[src/rtl/pri_pkg.sv]
// Shared definitions for the priority encode/decode pair.
// Latency: n/a (types, constants and a combinational helper only).
// Backpressure: n/a.
//
// Contents: default output/index widths, the decoder FSM state type and
// a one-hot helper used to build the registered output word.
package pri_pkg;

    localparam int N_OUT_DEF = 8;
    localparam int W_IDX_DEF = 3;

    typedef enum logic [1:0] {
        IDLE  = 2'd0,
        DRIVE = 2'd1,
        GAP   = 2'd2
    } state_t;

    // 32-bit result; callers truncate to their own output width.
    function automatic logic [31:0] onehot(input logic [31:0] idx);
        return 32'd1 << idx;
    endfunction

endpackage

[src/rtl/pri_fifo.sv]
// Small synchronous FIFO holding decoded-index requests.
// Latency: a pushed entry is visible at the head (empty=0) the cycle after the push.
// Backpressure: full when count==DEPTH; pushes while full and pops while empty are ignored.
//
// Ports:
//   clk, rst            rising-edge clock, synchronous active-high reset
//   push, push_dat      write strobe and data
//   pop, pop_dat        read strobe and head data (head is valid whenever !empty)
//   full, empty, count  occupancy status; count is clog2(DEPTH)+1 bits
module pri_fifo #(
    parameter int DEPTH = 4,
    parameter int W     = 3
) (
    input  logic                     clk,
    input  logic                     rst,
    input  logic                     push,
    input  logic [W-1:0]             push_dat,
    input  logic                     pop,
    output logic [W-1:0]             pop_dat,
    output logic                     full,
    output logic                     empty,
    output logic [$clog2(DEPTH):0]   count
);

    localparam int AW = $clog2(DEPTH);
    localparam int CW = AW + 1;

    logic [W-1:0]  mem_q [DEPTH];
    logic [AW-1:0] wr_ptr_q, wr_ptr_d;
    logic [AW-1:0] rd_ptr_q, rd_ptr_d;
    logic [CW-1:0] count_q, count_d;
    logic          push_ok, pop_ok;

    assign full    = (count_q == CW'(DEPTH));
    assign empty   = (count_q == '0);
    assign count   = count_q;
    assign pop_dat = mem_q[rd_ptr_q];

    always_comb begin
        push_ok  = push && !full;
        pop_ok   = pop && !empty;
        // DEPTH is a power of two, so the pointers wrap by natural overflow.
        wr_ptr_d = wr_ptr_q + AW'(push_ok);
        rd_ptr_d = rd_ptr_q + AW'(pop_ok);
        count_d  = count_q + CW'(push_ok) - CW'(pop_ok);
    end

    always_ff @(posedge clk) begin
        if (rst) begin
            wr_ptr_q <= '0;
            rd_ptr_q <= '0;
            count_q  <= '0;
        end else begin
            wr_ptr_q <= wr_ptr_d;
            rd_ptr_q <= rd_ptr_d;
            count_q  <= count_d;
        end
    end

    // Storage needs no reset: entries are only read after being written.
    always_ff @(posedge clk) begin
        if (push_ok) begin
            mem_q[wr_ptr_q] <= push_dat;
        end
    end

endmodule

[src/rtl/pri_dec.sv]
// Buffered 3-to-8 decoder: queues indices and replays each as a HOLD-cycle one-hot pulse plus a zero gap.
// Latency: pulse is registered one cycle after the FIFO head is popped; HOLD high cycles then GAP and IDLE at zero.
// Backpressure: code_ready = FIFO not full; en=0 freezes the sequencer and masks y, input side keeps accepting.
//
// Ports:
//   clk, rst       rising-edge clock, synchronous active-high reset
//   en             output enable / sequencer run
//   code, code_valid, code_ready   index input handshake
//   y, y_valid     registered one-hot output (masked by en)
//   busy           FIFO non-empty or sequencer not idle
//   err            one-cycle pulse after an out-of-range code is accepted
module pri_dec
    import pri_pkg::*;
#(
    parameter int N_OUT = N_OUT_DEF,
    parameter int W_IDX = W_IDX_DEF,
    parameter int HOLD  = 4,
    parameter int DEPTH = 4
) (
    input  logic             clk,
    input  logic             rst,
    input  logic             en,
    input  logic [W_IDX-1:0] code,
    input  logic             code_valid,
    output logic             code_ready,
    output logic [N_OUT-1:0] y,
    output logic             y_valid,
    output logic             busy,
    output logic             err
);

    localparam int CW = $clog2(HOLD) + 1;

    state_t                  state_q, state_d;
    logic [CW-1:0]           cnt_q, cnt_d;
    logic [N_OUT-1:0]        y_q, y_d;
    logic                    y_valid_q, y_valid_d;
    logic                    err_q, err_d;

    logic                    fifo_push, fifo_pop;
    logic [W_IDX-1:0]        fifo_head;
    logic                    fifo_full, fifo_empty;
    logic [$clog2(DEPTH):0]  fifo_count;
    logic                    accept, in_range;

    pri_fifo #(
        .DEPTH (DEPTH),
        .W     (W_IDX)
    ) u_fifo (
        .clk      (clk),
        .rst      (rst),
        .push     (fifo_push),
        .push_dat (code),
        .pop      (fifo_pop),
        .pop_dat  (fifo_head),
        .full     (fifo_full),
        .empty    (fifo_empty),
        .count    (fifo_count)
    );

    // Ready depends on occupancy alone, never on code_valid.
    assign code_ready = !fifo_full;
    assign accept     = code_valid && code_ready;
    // Widened compare; constant-true when N_OUT == 2**W_IDX.
    assign in_range   = (32'(code) < 32'(N_OUT));
    // Out-of-range codes complete the handshake but are dropped here.
    assign fifo_push  = accept && in_range;

    always_comb begin
        state_d   = state_q;
        cnt_d     = cnt_q;
        y_d       = y_q;
        y_valid_d = y_valid_q;
        fifo_pop  = 1'b0;
        err_d     = accept && !in_range;

        // en=0 freezes state and counter so a pulse resumes where it stopped.
        if (en) begin
            unique case (state_q)
                IDLE: begin
                    if (!fifo_empty) begin
                        fifo_pop  = 1'b1;
                        y_d       = N_OUT'(onehot(32'(fifo_head)));
                        y_valid_d = 1'b1;
                        cnt_d     = CW'(HOLD - 1);
                        state_d   = DRIVE;
                    end
                end
                DRIVE: begin
                    if (cnt_q == '0) begin
                        y_d       = '0;
                        y_valid_d = 1'b0;
                        state_d   = GAP;
                    end else begin
                        cnt_d = cnt_q - CW'(1);
                    end
                end
                GAP: begin
                    // Guarantees a zero cycle so repeated codes stay distinguishable.
                    state_d = IDLE;
                end
                default: begin
                    state_d = IDLE;
                end
            endcase
        end
    end

    always_ff @(posedge clk) begin
        if (rst) begin
            state_q   <= IDLE;
            cnt_q     <= '0;
            y_q       <= '0;
            y_valid_q <= 1'b0;
            err_q     <= 1'b0;
        end else begin
            state_q   <= state_d;
            cnt_q     <= cnt_d;
            y_q       <= y_d;
            y_valid_q <= y_valid_d;
            err_q     <= err_d;
        end
    end

    assign y       = en ? y_q : '0;
    assign y_valid = en && y_valid_q;
    assign busy    = (fifo_count != '0) || (state_q != IDLE);
    assign err     = err_q;

endmodule

[config.mk]
export PLATFORM = sky130hd
export DESIGN_NAME = pri_dec
export DESIGN_NICKNAME = d
export VERILOG_FILES = /design/src/rtl/pri_pkg.sv /design/src/rtl/pri_fifo.sv /design/src/rtl/pri_dec.sv
export SDC_FILE = /design/constraint.sdc
export NUM_CORES = 1
export LEC_CHECK = 0
export ABC_AREA = 1
export BUFFER_PORTS_ARGS = -buffer_cell sky130_fd_sc_hd__buf_2
export CAP_MARGIN = 20
export CORE_ASPECT_RATIO = 1.25
export CORE_UTILIZATION = 57
export CTS_BUF_LIST = sky130_fd_sc_hd__clkbuf_16
export DETAILED_ROUTE_END_ITERATION = 6
export GPL_TIMING_DRIVEN = 1
export MAX_ROUTING_LAYER = met4
export PLACE_DENSITY_LB_ADDON = 0.08
export SLEW_MARGIN = 20
export SYNTH_ARGS = -nofsm -noshare
export SYNTH_HDL_FRONTEND = slang
export SYNTH_SLANG_ARGS = --single-unit
[constraint.sdc]
create_clock -name clk -period 2.4 [get_ports clk]
set_input_delay 0 -clock clk [delete_from_list [all_inputs] [get_ports clk]]
set_output_delay 0 -clock clk [all_outputs]
set_load 0.05 [all_outputs]
After elaboration in Yosys (flattened, before gate mapping)
Memories as Yosys holds them, arrays and structs flattened. A register that Yosys moved wholly into a read port is not among the register bits.
Cells that the tools add are included.

word-level totals
  register bits after elaboration = 21
  RAM bits = 12
  input port bits = 7
  memories = 1

cells by class
  $add $sub $neg = 5
  equal/unequal tests = 5
  shifts and indexed selects = 1
  mux-type cells = 19
  reductions and logical operators = 16

memory list
  memory        words  bits a word  read ports  clocked after memory_dff  wr ports  line            source
  u_fifo.mem_q  4      3            1           1                         1         pri_fifo.sv:28  logic [W-1:0] mem_q [DEPTH];

operators with widths
  kind                                                  count
  2-to-1 mux 8 bit                                      3
  case mux 8 bit (2 select lines)                       1
  AND reduction 4 bit                                   2
  << shifter 1 x 3 -> 8 bit (first input constant)      1
  2-to-1 mux 1 bit                                      7
  zero test 3 bit                                       2
  2-to-1 mux 2 bit                                      3
  2-to-1 mux 3 bit                                      2
  inequality test 2 bit (second input constant)         3
  case mux 3 bit (2 select lines)                       1
  adder 2 x 1 -> 2 bit                                  2
  logical AND 1 bit                                     4
  case mux 2 bit (2 select lines)                       1
  nonzero test 2 bit                                    2
  adder 3 x 1 -> 3 bit                                  1
  equality test 3 bit (second input constant)           1
  AND reduction 3 bit                                   1
  nonzero test 3 bit                                    1
  subtractor 3 x 1 -> 3 bit                             1
  subtractor 3 x 1 -> 3 bit (second input constant)     1
  equality test 2 x 1 -> 1 bit (second input constant)  1
  zero test 1 bit                                       2
  zero test 2 bit                                       1
  case mux 1 bit (2 select lines)                       1
  logical OR 1 bit                                      1

Longest topological paths before layout
Gate-level depths: netlist of the first run.

  depth after elaboration = 7
  gate-level depth with buffers = 11

Hierarchy
A second synthesis of the first run with hierarchy kept.

second synthesis, totals
  cells, all modules = 217
  area, all modules = 1651.6 µm²

by module, submodules not included
  module    times used  cells an instance  area an instance (µm²)  sequential area each (µm²)
  pri_fifo  1           81                 832.0                   500.5
  pri_dec   1           136                819.5                   280.3

Least setup slack after synthesis of the first run
No wires, ideal clock.

  path type = register to register
  start = reg u_fifo.count_q[1], in the netlist u_fifo.count[1]
  end = reg u_fifo.count_q[2], in the netlist u_fifo.count[2]
  data arrival time = 1.859 ns
  required time = 2.280 ns
  setup slack = 0.421 ns
  stages on the path, launching flop included = 10
  clock period less this slack = 1.979 ns
  cell sequence = dfxtp_1 nor2_1 nand2_1 nand2_1 inv_1 ha_1 inv_1 fa_1 o21ai_0 a21oi_1

on the way
  word-level cells in the longest chain between the ends = 6
  elaborated cells on any way between the ends = 12
  those cells by class = 2 x add/sub; 1 x eq/ne; 3 x mux; 6 x reduce/logical

RTL lines
  element                        line            source
  start: declaration             pri_fifo.sv:31  logic [CW-1:0] count_q, count_d;
  start signal: assignment       pri_fifo.sv:56  count_q <= count_d;
  equality test 3 bit (*)        pri_fifo.sv:34  assign full = (count_q == CW'(DEPTH));
  zero test 1 bit (*)            pri_dec.sv:62   assign code_ready = !fifo_full;
  via code_ready                 pri_dec.sv:25   output logic code_ready,
  logical AND 1 bit              pri_dec.sv:63   assign accept = code_valid && code_ready;
  logical AND 1 bit (*)          pri_fifo.sv:40  push_ok = push && !full;
  adder 3 x 1 -> 3 bit (*)       pri_fifo.sv:45  count_d = count_q + CW'(push_ok) - CW'(pop_ok);
  subtractor 3 x 1 -> 3 bit (*)  pri_fifo.sv:45

The timed path passes the listed nets; every way through them passes the cells marked *.
A chain may end at the register's enable or synchronous reset.

Final worst setup path of the first run
  start = reg u_fifo.count_q[1], in the netlist u_fifo.count[1]
  end = reg u_fifo.count_q[2], in the netlist u_fifo.count[2]

on the way
  word-level cells in the longest chain between the ends = 6
  elaborated cells on any way between the ends = 12
  those cells by class = 2 x add/sub; 1 x eq/ne; 3 x mux; 6 x reduce/logical

RTL lines
  element                                                           line
  equality test 3 bit / zero test 3 bit (equally long branches)     pri_fifo.sv:34, pri_fifo.sv:35
  zero test 1 bit / 2-to-1 mux 1 bit (equally long branches)        pri_fifo.sv:40, pri_dec.sv:62, pri_dec.sv:81
  logical AND 1 bit / 2-to-1 mux 1 bit (equally long branches)      pri_dec.sv:63, pri_dec.sv:79
  logical AND 1 bit / 2-to-1 mux 1 bit (equally long branches)      pri_fifo.sv:40, pri_dec.sv:78
  adder 3 x 1 -> 3 bit / logical AND 1 bit (equally long branches)  pri_fifo.sv:45, pri_fifo.sv:41
  subtractor 3 x 1 -> 3 bit (*)                                     pri_fifo.sv:45

Mark *: on every way between the ends. The rest lies on a longest branch, timed or not.

==> impl_metrics.py, run 1 <==
metrics = {
    "outcome": {
        "status": "finished, final reports clean",
    },
    "sta": {
        "tns_ns": 0,
        "rsz0062_at_grt": "false",
        "tightest_slew_ns": 0.534,
        "drv_slew": 0,
        "period_share_pct": 74.6,
        "setup_violations": 0,
        "hold_viol_final": 0,
        "relSlewSlack_pct": 64.2,
        "period_needed_ns": 1.79,
        "clock_skew_ns": 0.00396,
        "timing.fmax_mhz": 558,
    },
    "worst_setup_path": {
        "path_max_fanout": 6,
        "rr_endpoint": "u_fifo.count[2]$_SDFF_PP0_",
        "critPathKind": "register to register",
        "required_ns": 2.56,
        "cp-end-kind": "register",
        "reg2reg_slack_ns": 0.61,
        "r2r_start": "u_fifo.count[1]$_SDFF_PP0_",
        "start_kind": "register",
        "r2r_cells": 9,
        "timing.critical_path.arrival_ns": 1.95,
    },
    "power": {
        "sw_frac_of_total_pct": 37.8,
        "powerDensity_nw_per_um2": 1200,
        "sequentialPowerShare_pct": 33.7,
        "power_mw": 2.30,
        "p_int_mw": 1.43,
        "comb_power_share_pct": 36.3,
        "p_switching_uw": 868,
        "total_leakage_power_nw": 0.881,
        "ir_worst_vdd_mv": 0.779,
        "clockPowerShare_pct": 30.0,
    },
    "floorplan": {
        "io_pins": 19,
        "initial_utilization_pct": 60.6,
        "num_rows": 21,
        "core-area_um2": 2680,
        "dieArea_um2": 3070,
        "fp.dieW_um": 49.7,
        "die_y_um": 61.7,
    },
    "routing": {
        "finalWirelength_mm": 2.88,
        "drt-vias-per-instance": 4.95,
        "drc": 0,
        "final_antenna_net_count": 0,
        "dr.pass1.iters": 4,
        "vias": 1238,
        "routedWlPerCell_um": 11.5,
        "dr.first_iter.drc_count": 30,
    },
    "synth": {
        "synth_xor_xnor_area_share_pct": 2.16,
        "yosys_warnings": 0,
        "synth-seq-cells": 33,
        "synth_compound_area_share_pct": 5.86,
        "avgSynthCellArea_um2": 8.37,
        "ys_seq_area_share_pct": 48.1,
        "synthSimpleGateAreaFrac_pct": 30.0,
        "syn_area_um2": 1620,
        "synthMuxAreaShare_pct": 0,
        "ys_types": 30,
        "syn_inst": 194,
        "syn_nets": 206,
        "synthAdderAreaFrac_pct": 4.31,
        "synth_top_family_by_area": "simple AND/OR/NAND/NOR gates",
    },
    "clocking": {
        "cts_resized": 0,
        "cts_tree": "yes",
        "clkTransAtPathRegs_ns": 0.05,
        "cts_root_buf": "clkbuf_16",
        "htreeDepth": 2,
        "clk_latency_ns": 0.27,
        "cts.path.max_buffers": 2,
        "numCtsBuffers": 5,
        "cts.sinks": 33,
    },
    "cells_and_area": {
        "antenna_cells": 0,
        "final_util_pct": 71.2,
        "fin_cells": 250,
        "area_growth_syn_to_layout_pct": 17.5,
        "layout_commonest_cell": "nand2_1",
        "nFillCells": 223,
        "final_layout_size_suffix_gt1_share_pct": 19.4,
        "layout_common_cells": "48 x nand2_1, 28 x inv_1, 21 x dfxtp_1, 17 x buf_2, 15 x a21oi_1",
        "final_net_count": 227,
    },
    "run": {
        "drv_cap": 0,
    },
    "global_route": {
        "grt_overflow": 0,
        "grt_max_degree": 17,
        "grt_use_total_pct": 22.0,
        "first_global_vias": 1143,
        "antenna_found_initial": 0,
        "grt_pass1_wl_mm": 4.66,
    },
    "place": {
        "dp_cells": 239,
        "io_buffers": 17,
        "place.gp.congestion": 0.793,
        "hpwlAfterDp_mm": 2.16,
    },
    "min_path": {
        "hp-start": "rst",
        "hp-class": "input port to register",
        "hold_path_end": "u_fifo.count[1]$_SDFF_PP0_",
        "hold_path_depth": 2,
    },
}
==> flip-flops by register name, indices dropped and copies added, names as in the netlist <==
name / cells
cnt_q: 3
state_q: 2
u_fifo.count: 3
y_valid_q: 1
u_fifo.mem_q: 12
y_q: 8
u_fifo.wr_ptr_q: 2
u_fifo.rd_ptr_q: 2
==> cells in the mapped netlist <==
library cell	instances	share of area [%]
nand2_1	48	11
inv_1	27	6.2
dfxtp_1	21	26
a21oi_1	15	4.6
edfxtp_1	12	22
nand3_1	11	3.4
nor2_1	11	2.5
nand2_2	6	2.3
nor3_1	5	1.5
ha_1	4	3.1
nand4_1	4	1.5
nor2_2	4	1.5
nor2_4	3	2.1
o21ai_0	3	0.92
clkbuf_1	2	0.46
nand3_4	2	2.2
xnor2_1	2	1.1
xor2_1	2	1.1
buf_2	1	0.31
buf_4	1	0.46
buf_6	1	0.69
clkbuf_2	1	0.31
conb_1	1	0.23
fa_1	1	1.2
inv_4	1	0.39
inv_6	1	0.54
nand2_4	1	0.69
nand3_2	1	0.62
nand3b_1	1	0.46
o21ai_1	1	0.31
==> critical path, stage by stage (launching register included) <==
cell and delay (ns):
dfxtp_1 0.42, nor2_2 0.05, nand2_2 0.11, nand3_4 0.12, xor2_1 0.17, ha_1 0.15
inv_1 0.05, fa_1 0.37, o21ai_0 0.17, a21oi_1 0.06
==> metrics by stage <==
stage	hold WS, ns	setup slack, ns	instance area (µm²)
finish	0.0827	0.608	1910
global route	0.0962	0.495	1910
CTS	0.0842	0.597	1910
detailed placement	0.214	0.606	1720
global placement	0.207	0.665	1720
floorplan	0.0989	0.421	1620
==> how the worst max path moves through the flow <==
stage                               startpoint                          to  depth (start not counted)
detailed placement  u_fifo.count[1]$_SDFF_PP0_  u_fifo.count[2]$_SDFF_PP0_                          9
global placement    u_fifo.count[1]$_SDFF_PP0_  u_fifo.count[2]$_SDFF_PP0_                          9
floorplan           u_fifo.count[1]$_SDFF_PP0_  u_fifo.count[2]$_SDFF_PP0_                          9
CTS                 u_fifo.count[1]$_SDFF_PP0_  u_fifo.count[2]$_SDFF_PP0_                          9
global route        u_fifo.count[1]$_SDFF_PP0_  u_fifo.count[2]$_SDFF_PP0_                          9
finish              u_fifo.count[1]$_SDFF_PP0_  u_fifo.count[2]$_SDFF_PP0_                          9
==> power by group through the flow <==
stage / logic (mW) / clock network (mW) / registers [mW]
final: 0.833 / 0.689 / 0.774
after global routing: 0.925 / 0.725 / 0.789
after CTS: 0.835 / 0.692 / 0.773
after detailed placement: 0.826 / 0 / 0.784
after global placement: 0.797 / 0 / 0.775
after floorplan: 0.712 / 0 / 0.752
==> area by class of cell <==
type	instances	area (µm²)	share of cell area, %
inverter	29	116	6.10
sequential	33	781	40.9
timing repair buffer	20	115	6.03
clock buffer	5	125	6.56
clock inverter	3	37.5	1.97
tap	34	42.5	2.23
multi-input combinational	126	691	36.2
==> cells by family (layout without fill, tap and decap cells) <==
| family | after synthesis | count (layout) |
|---|---|---|
| simple gates | 97 | 97 |
| fa+ha+maj | 5 | 5 |
| compound gates | 19 | 19 |
| other cells | 1 | 1 |
| flops | 33 | 33 |
| buf+inv | 35 | 57 |
| xor+xnor | 4 | 4 |
==> per-layer routing <==
| layer | global-route usage [%] | vias to the layer above | part of all wire, % |
|---|---|---|---|
| met1 | 19.9 | 564 | 40 |
| met3 | 4.69 | 6 | 2.6 |
| met2 | 42.5 | 15 | 55 |
| li1 | - | 653 | - |
| met5 | - | - | 0 |
| met4 | 13.1 | 0 | 2.2 |
==> repair_timing <==
item | CTS | global route
hold buffers | 3 | 0
buffers inserted | 0 | 0
endpoints found under the setup margin | 0 | 0
endpoints found under the hold margin | 12 | 0
Note: power is estimated with default switching activity, not from simulation.
==> run 2: changes to the inputs <==
- CORE_UTILIZATION: 57 -> 51
- clock period: 2.4 -> 1.5 ns (I/O delays scaled with it)
==> run 2 against run 1 <==
The run now ends with setup timing left. Total power rose by 64%. Via count rose by 6.4%. Combinational power rose by 91%. Clock power rose by 39%. Design area rose by 6.9%. Sequential power rose by 58%. Setup slack got worse by 0.75 ns. Register-to-register slack got worse by 0.75 ns. Critical path type unchanged. Highest routed layer unchanged.
==> impl_metrics.py, run 2 (synthesized netlist as in run 1, its figures left out) <==
metrics = {
    "cells_and_area": {
        "fin_cells": 269,
        "antenna_cells": 0,
        "layout_common_cells": "46 x nand2_1, 27 x inv_1, 19 x dfxtp_1, 17 x buf_2, 17 x buf_4",
        "final_layout_size_suffix_gt1_share_pct": 29.2,
        "top_register": "u_fifo.mem_q",
        "reg_top3": "u_fifo.mem_q x12, y_q x8",
        "largest_reg_flops": 12,
        "final_util_pct": 68.6,
        "final_net_count": 244,
        "area_growth_syn_to_layout_pct": 25.6,
        "fin_area_um2": 2040,
        "layout_commonest_cell": "nand2_1",
    },
    "outcome": {
        "status": "complete, but fails checks",
        "violations": "setup timing",
    },
    "clocking": {
        "cts.sinks": 33,
        "clkTransAtPathRegs_ns": 0.05,
        "numCtsBuffers": 5,
        "cts_root_buf": "clkbuf_16",
        "cts.path.max_buffers": 2,
        "htreeDepth": 2,
        "cts_setup_buffers": 0,
        "cts_tree": "yes",
        "clk_latency_ns": 0.27,
    },
    "sta": {
        "period_share_pct": 109,
        "rsz0062_at_grt": "true",
        "whs_ns": 0.0866,
        "period_needed_ns": 1.64,
        "clock_skew_ns": 0.00382,
        "tns_ns": -0.215,
        "setup_violations": 2,
        "drv_slew": 0,
        "layout_setup_ws_ns": -0.137,
        "timing.fmax_mhz": 611,
        "hold_viol_final": 0,
    },
    "power": {
        "power_mw": 3.77,
        "total_leakage_power_nw": 0.960,
        "ir_worst_vdd_mv": 1.37,
        "powerDensity_nw_per_um2": 1850,
    },
    "routing": {
        "finalWirelength_mm": 2.93,
        "routedWlPerCell_um": 10.9,
        "drc": 0,
        "dr.first_iter.drc_count": 21,
        "drt-vias-per-instance": 4.90,
        "vias": 1317,
        "final_antenna_net_count": 0,
        "dr.pass1.iters": 4,
    },
    "global_route": {
        "grt_use_total_pct": 20.6,
        "first_global_vias": 1209,
        "grt_overflow": 0,
        "grt_max_degree": 17,
        "antenna_found_initial": 0,
        "grt_pass1_wl_mm": 4.92,
    },
    "place": {
        "dp_cells": 258,
        "place.gp.congestion": 0.837,
        "dp_slack_ns": -0.139,
        "placed_cell_area_um2": 1860,
        "hpwlAfterDp_mm": 2.23,
        "io_buffers": 17,
    },
    "floorplan": {
        "die_y_um": 65.1,
        "fp.dieW_um": 52.5,
        "dieArea_um2": 3420,
        "core-area_um2": 2970,
        "num_rows": 22,
        "initial_utilization_pct": 54.6,
        "io_pins": 19,
    },
    "run": {
        "drv_cap": 0,
    },
    "worst_setup_path": {
        "path_delay_family": "adder cells",
        "start_kind": "register",
        "crit_path_top_delay_cell": "fa_2",
        "timing.critical_path.cells": "nor2_2 > nand2_2 > nand3_4 > xor2_1 > ha_1 > inv_1 > fa_2 > nor2_1",
        "path_max_fanout": 2,
        "path_buf_inv": 1,
        "cp-end-kind": "register",
        "required_ns": 1.64,
        "critPathKind": "register to register",
        "timing.critical_path.arrival_ns": 1.78,
        "cpPeakStageDelay_ns": 0.51,
    },
    "min_path": {
        "hp-class": "input port to register",
    },
}
## run 2: report_power, final
group	internal, mW	leakage [nW]	switching, mW	total [mW]
Sequential	1.10	0.282	0.119	1.22
Clock	0.607	0.0696	0.351	0.957
Combinational	0.599	0.608	0.995	1.59
## run 2: path summary, 6_finish.rpt
kind,start,endpoint,slack (ns),depth (start not counted)
worst min register to register,y_q[5]$_SDFFE_PP0P_,y_q[5]$_SDFFE_PP0P_,0.47,2
worst max register to register,u_fifo.count[2]$_SDFF_PP0_,u_fifo.count[1]$_SDFF_PP0_,-0.14,8
worst min-delay path,rst,u_fifo.count[0]$_SDFF_PP0_,0.09,2
worst max-delay path,u_fifo.count[2]$_SDFF_PP0_,u_fifo.count[1]$_SDFF_PP0_,-0.14,8
## run 2: area by class of cell
type | instances | area, µm²
repair buffers | 37 | 243
inverters | 29 | 116
clock inverters | 3 | 17.5
flip-flops and latches | 33 | 783
clock buffers | 5 | 125
fillers | 253 | 933
multi-input cells | 126 | 709
well taps | 36 | 45.0
## run 2: layer usage
metal / vias to the layer above / routed length, µm / track usage, %
met5: - / 0 / -
met4: 0 / 56 / 10.2
met3: 5 / 86 / 5.56
met2: 17 / 1550 / 35.4
met1: 607 / 1240 / 21.2
li1: 688 / - / -
## run 2: repair_timing
item | CTS | global route
endpoints found under the setup margin | 2 | 2
pin swaps | 0 | 1
hold endpoints to repair | 12 | 0
resized for setup | 1 | 1
hold buffers | 3 | 0
